### config.mk
export PLATFORM = sky130hd
export DESIGN_NAME = cache_port_arbiter_flat
export DESIGN_NICKNAME = d
export VERILOG_FILES = /design/src/rtl/cache_pkg.sv /design/src/rtl/cache_port_arbiter_if.sv /design/src/rtl/rr_pick2.sv /design/src/rtl/cache_port_arbiter.sv /design/src/flat_wrapper.sv
export SDC_FILE = /design/constraint.sdc
export NUM_CORES = 1
export LEC_CHECK = 0
export ABC_AREA = 0
export CORE_ASPECT_RATIO = 0.6
export CORE_UTILIZATION = 42
export DETAILED_ROUTE_END_ITERATION = 7
export PLACE_DENSITY = 0.81
export SYNTH_ARGS = -nofsm -noshare
export SYNTH_HDL_FRONTEND = slang
export SYNTH_SLANG_ARGS = --single-unit
### constraint.sdc
create_clock -name clk -period 2.25 [get_ports clk]
set_clock_uncertainty 0.15 [all_clocks]
set_input_delay 0.225 -clock clk [delete_from_list [all_inputs] [get_ports clk]]
set_output_delay 0.225 -clock clk [all_outputs]
set_load 0.05 [all_outputs]
### src/rtl/cache_pkg.sv
// cache_pkg: shared constants for the cache port arbiter.
// Latency: n/a (constants and types only).
// Backpressure: n/a.
// Contents: FSM state encoding (ST_*), state enum, cache opcode constants RD/WR.
package cache_pkg;

  localparam logic [1:0] ST_IDLE    = 2'd0;
  localparam logic [1:0] ST_BUSY    = 2'd1;
  localparam logic [1:0] ST_RELEASE = 2'd2;

  typedef enum logic [1:0] {
    S_IDLE    = ST_IDLE,
    S_BUSY    = ST_BUSY,
    S_RELEASE = ST_RELEASE
  } arb_state_t;

  // Cache rd_wrt_ca opcodes.
  localparam logic RD = 1'b1;
  localparam logic WR = 1'b0;

endpackage

### src/rtl/cache_port_arbiter_if.sv
// cache_port_arbiter_if: bundle of the two requester ports and the cache-side signals.
// Latency: n/a (wiring only).
// Backpressure: req held until ack/err; the arbiter owns ca_* while an access is in flight.
// Modports: slave = arbiter (serves the ports, drives the cache); master = requesters + cache.
// Option: CACHE_ARB_STATS_EN adds gnt_cnt0/gnt_cnt1/to_cnt statistics signals.
interface cache_port_arbiter_if #(
  parameter int ADDR_W = 16,
  parameter int DATA_W = 16
);
  logic              req0, req1;
  logic              rdwr0, rdwr1;
  logic [ADDR_W-1:0] addr0, addr1;
  logic [DATA_W-1:0] wdata0, wdata1;
  logic              ack0, ack1;
  logic [DATA_W-1:0] rdata0, rdata1;
  logic              err0, err1;
  logic              ca_enable;
  logic              ca_rdwr;
  logic [ADDR_W-1:0] ca_addr;
  logic [DATA_W-1:0] ca_wdata;
  logic [DATA_W-1:0] ca_rdata;
  logic              ca_done;
`ifdef CACHE_ARB_STATS_EN
  logic [15:0]       gnt_cnt0, gnt_cnt1;
  logic [7:0]        to_cnt;
`endif

  modport slave (
    input  req0, req1, rdwr0, rdwr1, addr0, addr1, wdata0, wdata1, ca_rdata, ca_done,
    output ack0, ack1, rdata0, rdata1, err0, err1, ca_enable, ca_rdwr, ca_addr, ca_wdata
`ifdef CACHE_ARB_STATS_EN
    , output gnt_cnt0, gnt_cnt1, to_cnt
`endif
  );

  modport master (
    output req0, req1, rdwr0, rdwr1, addr0, addr1, wdata0, wdata1, ca_rdata, ca_done,
    input  ack0, ack1, rdata0, rdata1, err0, err1, ca_enable, ca_rdwr, ca_addr, ca_wdata
`ifdef CACHE_ARB_STATS_EN
    , input gnt_cnt0, gnt_cnt1, to_cnt
`endif
  );

endinterface

### src/rtl/rr_pick2.sv
// rr_pick2: combinational 2-way round-robin selector.
// Latency: 0 cycles (pure combinational).
// Backpressure: none; the caller decides when the pick is consumed.
// Ports: req0/req1 requests, last_gnt previous winner -> gnt winning port index, valid any request.
module rr_pick2 (
  input  logic req0,
  input  logic req1,
  input  logic last_gnt,
  output logic gnt,
  output logic valid
);

  always_comb begin
    valid = req0 | req1;
    // On a tie the port that did not win last time goes next; otherwise the
    // sole requester wins (gnt is don't-care when valid is low).
    if (req0 && req1) gnt = ~last_gnt;
    else              gnt = req1;
  end

endmodule

### src/rtl/cache_port_arbiter.sv
// cache_port_arbiter: round-robin share of one cache between fetch (port 0) and LSU (port 1).
// Latency: grant 1 cycle after req; ack/err 1 cycle after ca_done/watchdog expiry; then 1 RELEASE cycle.
// Backpressure: a port keeps req high while the other owns the cache; one access in flight.
// Ports: clk, rst (async active-low), bus (cache_port_arbiter_if.slave: per-port req/rdwr/addr/wdata in,
//        ack/err/rdata out; ca_enable/ca_rdwr/ca_addr/ca_wdata to the cache, ca_rdata/ca_done back).
// Option: define CACHE_ARB_STATS_EN for grant/timeout counters gnt_cnt0, gnt_cnt1, to_cnt.
module cache_port_arbiter #(
  parameter int WDOG_W = 8
) (
  input  logic                clk,
  input  logic                rst,
  cache_port_arbiter_if.slave bus
);
  import cache_pkg::*;

  arb_state_t        state, state_nxt;
  logic              last_gnt;
  logic [WDOG_W-1:0] wdog, wdog_inc;
  logic              pick_gnt, pick_vld;
  logic              do_grant, do_done, do_to;

  rr_pick2 u_pick (
    .req0     (bus.req0),
    .req1     (bus.req1),
    .last_gnt (last_gnt),
    .gnt      (pick_gnt),
    .valid    (pick_vld)
  );

  assign wdog_inc = wdog + 1'b1;

  always_comb begin
    state_nxt = state;
    do_grant  = 1'b0;
    do_done   = 1'b0;
    do_to     = 1'b0;
    case (state)
      S_IDLE: begin
        if (pick_vld) begin
          do_grant  = 1'b1;
          state_nxt = S_BUSY;
        end
      end
      S_BUSY: begin
        // Completion wins over a watchdog expiry landing in the same cycle.
        if (bus.ca_done) begin
          do_done   = 1'b1;
          state_nxt = S_RELEASE;
        end else if (wdog_inc == '1) begin
          do_to     = 1'b1;
          state_nxt = S_RELEASE;
        end
      end
      // ca_enable is already low here; this cycle lets the cache drop done
      // so a stale done is never taken as the next access's completion.
      S_RELEASE: state_nxt = S_IDLE;
      default:   state_nxt = S_IDLE;
    endcase
  end

  always_ff @(posedge clk or negedge rst) begin
    if (!rst) begin
      state         <= S_IDLE;
      last_gnt      <= 1'b1;
      wdog          <= '0;
      bus.ca_enable <= 1'b0;
      bus.ca_rdwr   <= 1'b0;
      bus.ca_addr   <= '0;
      bus.ca_wdata  <= '0;
      bus.ack0      <= 1'b0;
      bus.ack1      <= 1'b0;
      bus.err0      <= 1'b0;
      bus.err1      <= 1'b0;
      bus.rdata0    <= '0;
      bus.rdata1    <= '0;
    end else begin
      state    <= state_nxt;
      bus.ack0 <= 1'b0;
      bus.ack1 <= 1'b0;
      bus.err0 <= 1'b0;
      bus.err1 <= 1'b0;
      if (state == S_BUSY) wdog <= wdog_inc;
      if (do_grant) begin
        last_gnt      <= pick_gnt;
        wdog          <= '0;
        bus.ca_enable <= 1'b1;
        bus.ca_rdwr   <= pick_gnt ? bus.rdwr1  : bus.rdwr0;
        bus.ca_addr   <= pick_gnt ? bus.addr1  : bus.addr0;
        bus.ca_wdata  <= pick_gnt ? bus.wdata1 : bus.wdata0;
      end
      // last_gnt doubles as the owner of the access in flight.
      if (do_done) begin
        bus.ca_enable <= 1'b0;
        if (last_gnt) begin
          bus.ack1 <= 1'b1;
          if (bus.ca_rdwr == RD) bus.rdata1 <= bus.ca_rdata;
        end else begin
          bus.ack0 <= 1'b1;
          if (bus.ca_rdwr == RD) bus.rdata0 <= bus.ca_rdata;
        end
      end
      if (do_to) begin
        bus.ca_enable <= 1'b0;
        if (last_gnt) bus.err1 <= 1'b1;
        else          bus.err0 <= 1'b1;
      end
    end
  end

`ifdef CACHE_ARB_STATS_EN
  always_ff @(posedge clk or negedge rst) begin
    if (!rst) begin
      bus.gnt_cnt0 <= '0;
      bus.gnt_cnt1 <= '0;
      bus.to_cnt   <= '0;
    end else begin
      if (do_grant && !pick_gnt) bus.gnt_cnt0 <= bus.gnt_cnt0 + 16'd1;
      if (do_grant &&  pick_gnt) bus.gnt_cnt1 <= bus.gnt_cnt1 + 16'd1;
      if (do_to && bus.to_cnt != 8'hFF) bus.to_cnt <= bus.to_cnt + 8'd1;
    end
  end
`endif

endmodule

### src/flat_wrapper.sv
// flat-port wrapper written by rule: the top's interface ports become plain ports
module cache_port_arbiter_flat import cache_pkg::*;
#(
  parameter int WDOG_W = 8
)
  (clk, rst, bus_req0, bus_req1, bus_rdwr0, bus_rdwr1, bus_addr0, bus_addr1, bus_wdata0, bus_wdata1, bus_ca_rdata, bus_ca_done, bus_ack0, bus_ack1, bus_rdata0, bus_rdata1, bus_err0, bus_err1, bus_ca_enable, bus_ca_rdwr, bus_ca_addr, bus_ca_wdata);
  cache_port_arbiter_if #(.ADDR_W(16), .DATA_W(16)) bus_i ();
  input  logic clk;
  input  logic rst;
  input wire logic [$bits(bus_i.req0)-1:0] bus_req0;
  input wire logic [$bits(bus_i.req1)-1:0] bus_req1;
  input wire logic [$bits(bus_i.rdwr0)-1:0] bus_rdwr0;
  input wire logic [$bits(bus_i.rdwr1)-1:0] bus_rdwr1;
  input wire logic [$bits(bus_i.addr0)-1:0] bus_addr0;
  input wire logic [$bits(bus_i.addr1)-1:0] bus_addr1;
  input wire logic [$bits(bus_i.wdata0)-1:0] bus_wdata0;
  input wire logic [$bits(bus_i.wdata1)-1:0] bus_wdata1;
  input wire logic [$bits(bus_i.ca_rdata)-1:0] bus_ca_rdata;
  input wire logic [$bits(bus_i.ca_done)-1:0] bus_ca_done;
  output wire logic [$bits(bus_i.ack0)-1:0] bus_ack0;
  output wire logic [$bits(bus_i.ack1)-1:0] bus_ack1;
  output wire logic [$bits(bus_i.rdata0)-1:0] bus_rdata0;
  output wire logic [$bits(bus_i.rdata1)-1:0] bus_rdata1;
  output wire logic [$bits(bus_i.err0)-1:0] bus_err0;
  output wire logic [$bits(bus_i.err1)-1:0] bus_err1;
  output wire logic [$bits(bus_i.ca_enable)-1:0] bus_ca_enable;
  output wire logic [$bits(bus_i.ca_rdwr)-1:0] bus_ca_rdwr;
  output wire logic [$bits(bus_i.ca_addr)-1:0] bus_ca_addr;
  output wire logic [$bits(bus_i.ca_wdata)-1:0] bus_ca_wdata;
  assign bus_i.req0 = bus_req0;
  assign bus_i.req1 = bus_req1;
  assign bus_i.rdwr0 = bus_rdwr0;
  assign bus_i.rdwr1 = bus_rdwr1;
  assign bus_i.addr0 = bus_addr0;
  assign bus_i.addr1 = bus_addr1;
  assign bus_i.wdata0 = bus_wdata0;
  assign bus_i.wdata1 = bus_wdata1;
  assign bus_i.ca_rdata = bus_ca_rdata;
  assign bus_i.ca_done = bus_ca_done;
  assign bus_ack0 = bus_i.ack0;
  assign bus_ack1 = bus_i.ack1;
  assign bus_rdata0 = bus_i.rdata0;
  assign bus_rdata1 = bus_i.rdata1;
  assign bus_err0 = bus_i.err0;
  assign bus_err1 = bus_i.err1;
  assign bus_ca_enable = bus_i.ca_enable;
  assign bus_ca_rdwr = bus_i.ca_rdwr;
  assign bus_ca_addr = bus_i.ca_addr;
  assign bus_ca_wdata = bus_i.ca_wdata;
  cache_port_arbiter #(.WDOG_W(WDOG_W)) u_core (.clk(clk), .rst(rst), .bus(bus_i));
endmodule
==> flow_summary_export.csv <==
group,metric,value,unit
critical_path,critPathKind,"reg -> reg",
grt,grt_pass1_vias,2768,
synth,synth_adder_area_share,0.00713,
clock_tree,path_clk_slew,0.06,ns
clock_tree,cts_tree,"done",
critical_path,worst-r2r-cell-count,5,
grt,grtUsageTotal,0.212,
clock_tree,cts_buffers,9,
critical_path,cp_max_fo,5,
synth,seq_area_frac_synth,0.577,
layout,diodes,0,
critical_path,slowest_delay,0.42,ns
clock_tree,htreeDepth,3,
synth,ys_ff_latch,81,
drt,ant_nets,0,
clock_tree,cts_root_buf,"clkbuf_16",
layout,fillers,578,
synth,netlist_area,3510,sq um
critical_path,rrSetupSlack,0.26,ns
grt,antenna_found_initial,0,
layout,final_common_cell,"clkdlybuf4s50_1",
synth,synth_compound_area_frac,0.0948,
run,maxCapViolCount,0,
critical_path,arrival,2.04,ns
drt,routed_wl,8800,um
synth,ys_types,38,
layout,area_growth,56.3,%
clock_tree,cts.sinks,81,
clock_tree,clk-insertion-delay-late,0.33,ns
timing,rsz0062_at_grt,"no",
clock_tree,clk_path_buf_depth,2,
layout,final_cell_mix,"clkdlybuf4s50_1, dfrtp_1, nor2_1",
layout,final_layout_size_suffix_gt1_frac,0.141,
grt,grt_max_degree,68,
die,dieArea,8740,sq um
power,leakage,2.29,nW
synth,ys.flop_type,"dfrtp_1",
critical_path,crit_required,2.31,ns
synth,synth_area_per_cell,12.0,sq um
critical_path,reg2reg_to,"u_core.bus.ca_enable",
synth,synth_top_cell_by_area,"dfrtp_1",
die,start_util,0.440,
die,die_w,120,um
timing,drv_slew,0,
synth,synth_edf_count,0,
die,num_rows,25,
synth,netlist_top_cells_area,"dfrtp_1, mux2_2, mux2i_1",
layout,nNetsFinal,537,
critical_path,cp-start-kind,"flop",
critical_path,r2r_start,"u_core.wdog[0]",
die,io_pins,157,
synth,yosys.area_share.simple,0.0866,
grt,grt_overflow_total,0,
synth,yosys-mux-area-fraction,0.197,
critical_path,slowest_stage,"a2111oi_0",
die,die_height,72.8,um
timing,finalCritPeriodShare,0.883,
drt,route.detailed.drc,0,
synth,synth_top_family_by_area,"multiplexers",
critical_path,path_cells,"ha_1 -> nand3_1 -> or3_1 -> a2111oi_0 -> nor2_1",
power,powerDensity,1600,nW/um^2
drt,first_iter_violations,65,
drt,dr.pass1.iters,4,
timing,setup_viol,0,
synth,yosys.area_share.xor_xnor,0.00499,
critical_path,crit_family,"simple AND/OR/NAND/NOR gates",
synth,yosysWarningCount,0,
critical_path,path_buf_inv,0,
synth,async_reset_ff_frac,1.00,
drt,via_per_inst,5.01,
timing,tightest_slew,0.564,ns
critical_path,worst_setup_path_end_kind,"flop",
outcome,status,"complete, no violations",
timing,hold_viol_final,0,
placement,place_congestion,0.769,
timing,timing.setup.tns,0,ns
placement,place.detailed.hpwl,6400,um
synth,synth_top_area_frac,0.570,
timing,maxSlewHeadroom,0.624,
placement,portBuffers,156,
timing,finalCriticalPeriod,1.99,ns
synth,synthCells,292,
timing,fmax,503,MHz
hold_path,hp-class,"in -> async",
drt,vias,2808,
layout,postLayoutCoreUtil,0.688,
synth,syn-num-nets,381,
power,vdd_drop_max,1.07,mV
grt,grt_pass1_wl,13900,um
drt,avgRoutedWirePerCell,15.7,um
die,core_area,7980,sq um
==> registers in the layout, summed over array words and instances (netlist names) <==
| register | count |
|---|---|
| u_core.bus.rdata0 | 16 |
| u_core.bus.rdata1 | 16 |
| u_core.bus.ca_enable | 1 |
| u_core.bus.err1 | 1 |
| u_core.bus.err0 | 1 |
| u_core.wdog | 8 |
| u_core.last_gnt | 1 |
| u_core.bus.ca_addr | 16 |
| u_core.bus.ack0 | 1 |
| u_core.bus.ca_rdwr | 1 |
| u_core.state | 2 |
| u_core.bus.ca_wdata | 16 |
| u_core.bus.ack1 | 1 |
==> stage by stage <==
step / cells / power, mW / worst slack [ns] / hold slack (ns) / cell area, sq um
final: 561 / 8.79 / 0.264 / 0.277 / 5490
after global routing: 561 / 9.22 / 0.132 / 0.323 / 5490
after CTS: 561 / 8.86 / 0.257 / 0.308 / 5490
after detailed placement: 544 / 7.49 / 0.139 / 0.110 / 5210
after global placement: 544 / 7.39 / 0.215 / 0.0948 / 5210
after floorplan: 292 / 5.74 / 0.403 / -0.221 / 3510
==> where the power goes <==
group,internal [mW],switching [mW]
clock,0.744,0.577
sequential,2.12,0.411
combinational,1.78,3.16
==> cell usage after synthesis (2+ instances only) <==
| cell type | count |
|---|---|
| o31ai_1 | 2 |
| clkbuf_1 | 5 |
| nor2_1 | 39 |
| or3_1 | 2 |
| nand4_1 | 3 |
| a21oi_1 | 37 |
| mux2_2 | 32 |
| buf_1 | 3 |
| o21a_1 | 2 |
| inv_1 | 4 |
| nand2_1 | 6 |
| ha_1 | 2 |
| buf_4 | 3 |
| o21ai_0 | 11 |
| o22ai_1 | 2 |
| a31oi_1 | 2 |
| and3_1 | 2 |
| buf_2 | 4 |
| mux2i_1 | 33 |
| dfrtp_1 | 80 |
==> worst max-delay path by stage <==
stage | start | to | slack, ns | cells past startpoint
after floorplan | u_core.bus.ca_rdwr | u_core.bus.rdata0[10] | 0.40 | 3
after global placement | bus_ca_done | u_core.bus.rdata1[14] | 0.21 | 3
after detailed placement | bus_ca_done | u_core.bus.rdata1[4] | 0.14 | 3
after CTS | u_core.bus.ca_rdwr | bus_ca_rdwr | 0.26 | 1
after global routing | u_core.wdog[0] | u_core.bus.err0 | 0.13 | 5
final | u_core.wdog[0] | u_core.bus.ca_enable | 0.26 | 5
==> timing repair <==
item                      in CTS  in global routing
hold endpoints to repair      40                  0
gates resized for setup        0                  0
buffers inserted               0                  0
hold buffers                   1                  0
==> cell families (layout without fill, tap and decap cells) <==
| group | after synthesis | count (layout) |
|---|---|---|
| flops | 81 | 81 |
| compound gates | 60 | 60 |
| fa+ha+maj | 2 | 2 |
| xor+xnor | 2 | 2 |
| mux | 65 | 65 |
| buf+inv | 21 | 182 |
| simple gates | 61 | 61 |
==> worst register-to-register path, cell delays in order (launching register included) <==
cell and delay (ns):
dfrtp_1 0.39, ha_1 0.25, nand3_1 0.16, or3_1 0.40, a2111oi_0 0.42, nor2_1 0.09
==> area by class of cell <==
type                            instances  area, sq um  share of cell area
Sequential cell                        81         2030               0.370
Multi-Input combinational cell        190         1380               0.252
Tap cell                              108          135              0.0246
Clock inverter                          7         46.3             0.00843
Timing Repair Buffer                  162         1660               0.302
Inverter                                4         15.0             0.00274
Clock buffer                            9          225              0.0410
==> routing by layer <==
| metal | part of all wire | track usage |
|---|---|---|
| met5 | 0 | 0 |
| met1 | 0.46 | 0.270 |
| met2 | 0.44 | 0.328 |
| met3 | 0.094 | 0.0922 |
| met4 | 0.0095 | 0.0625 |
(Power assumes the default switching activity.)
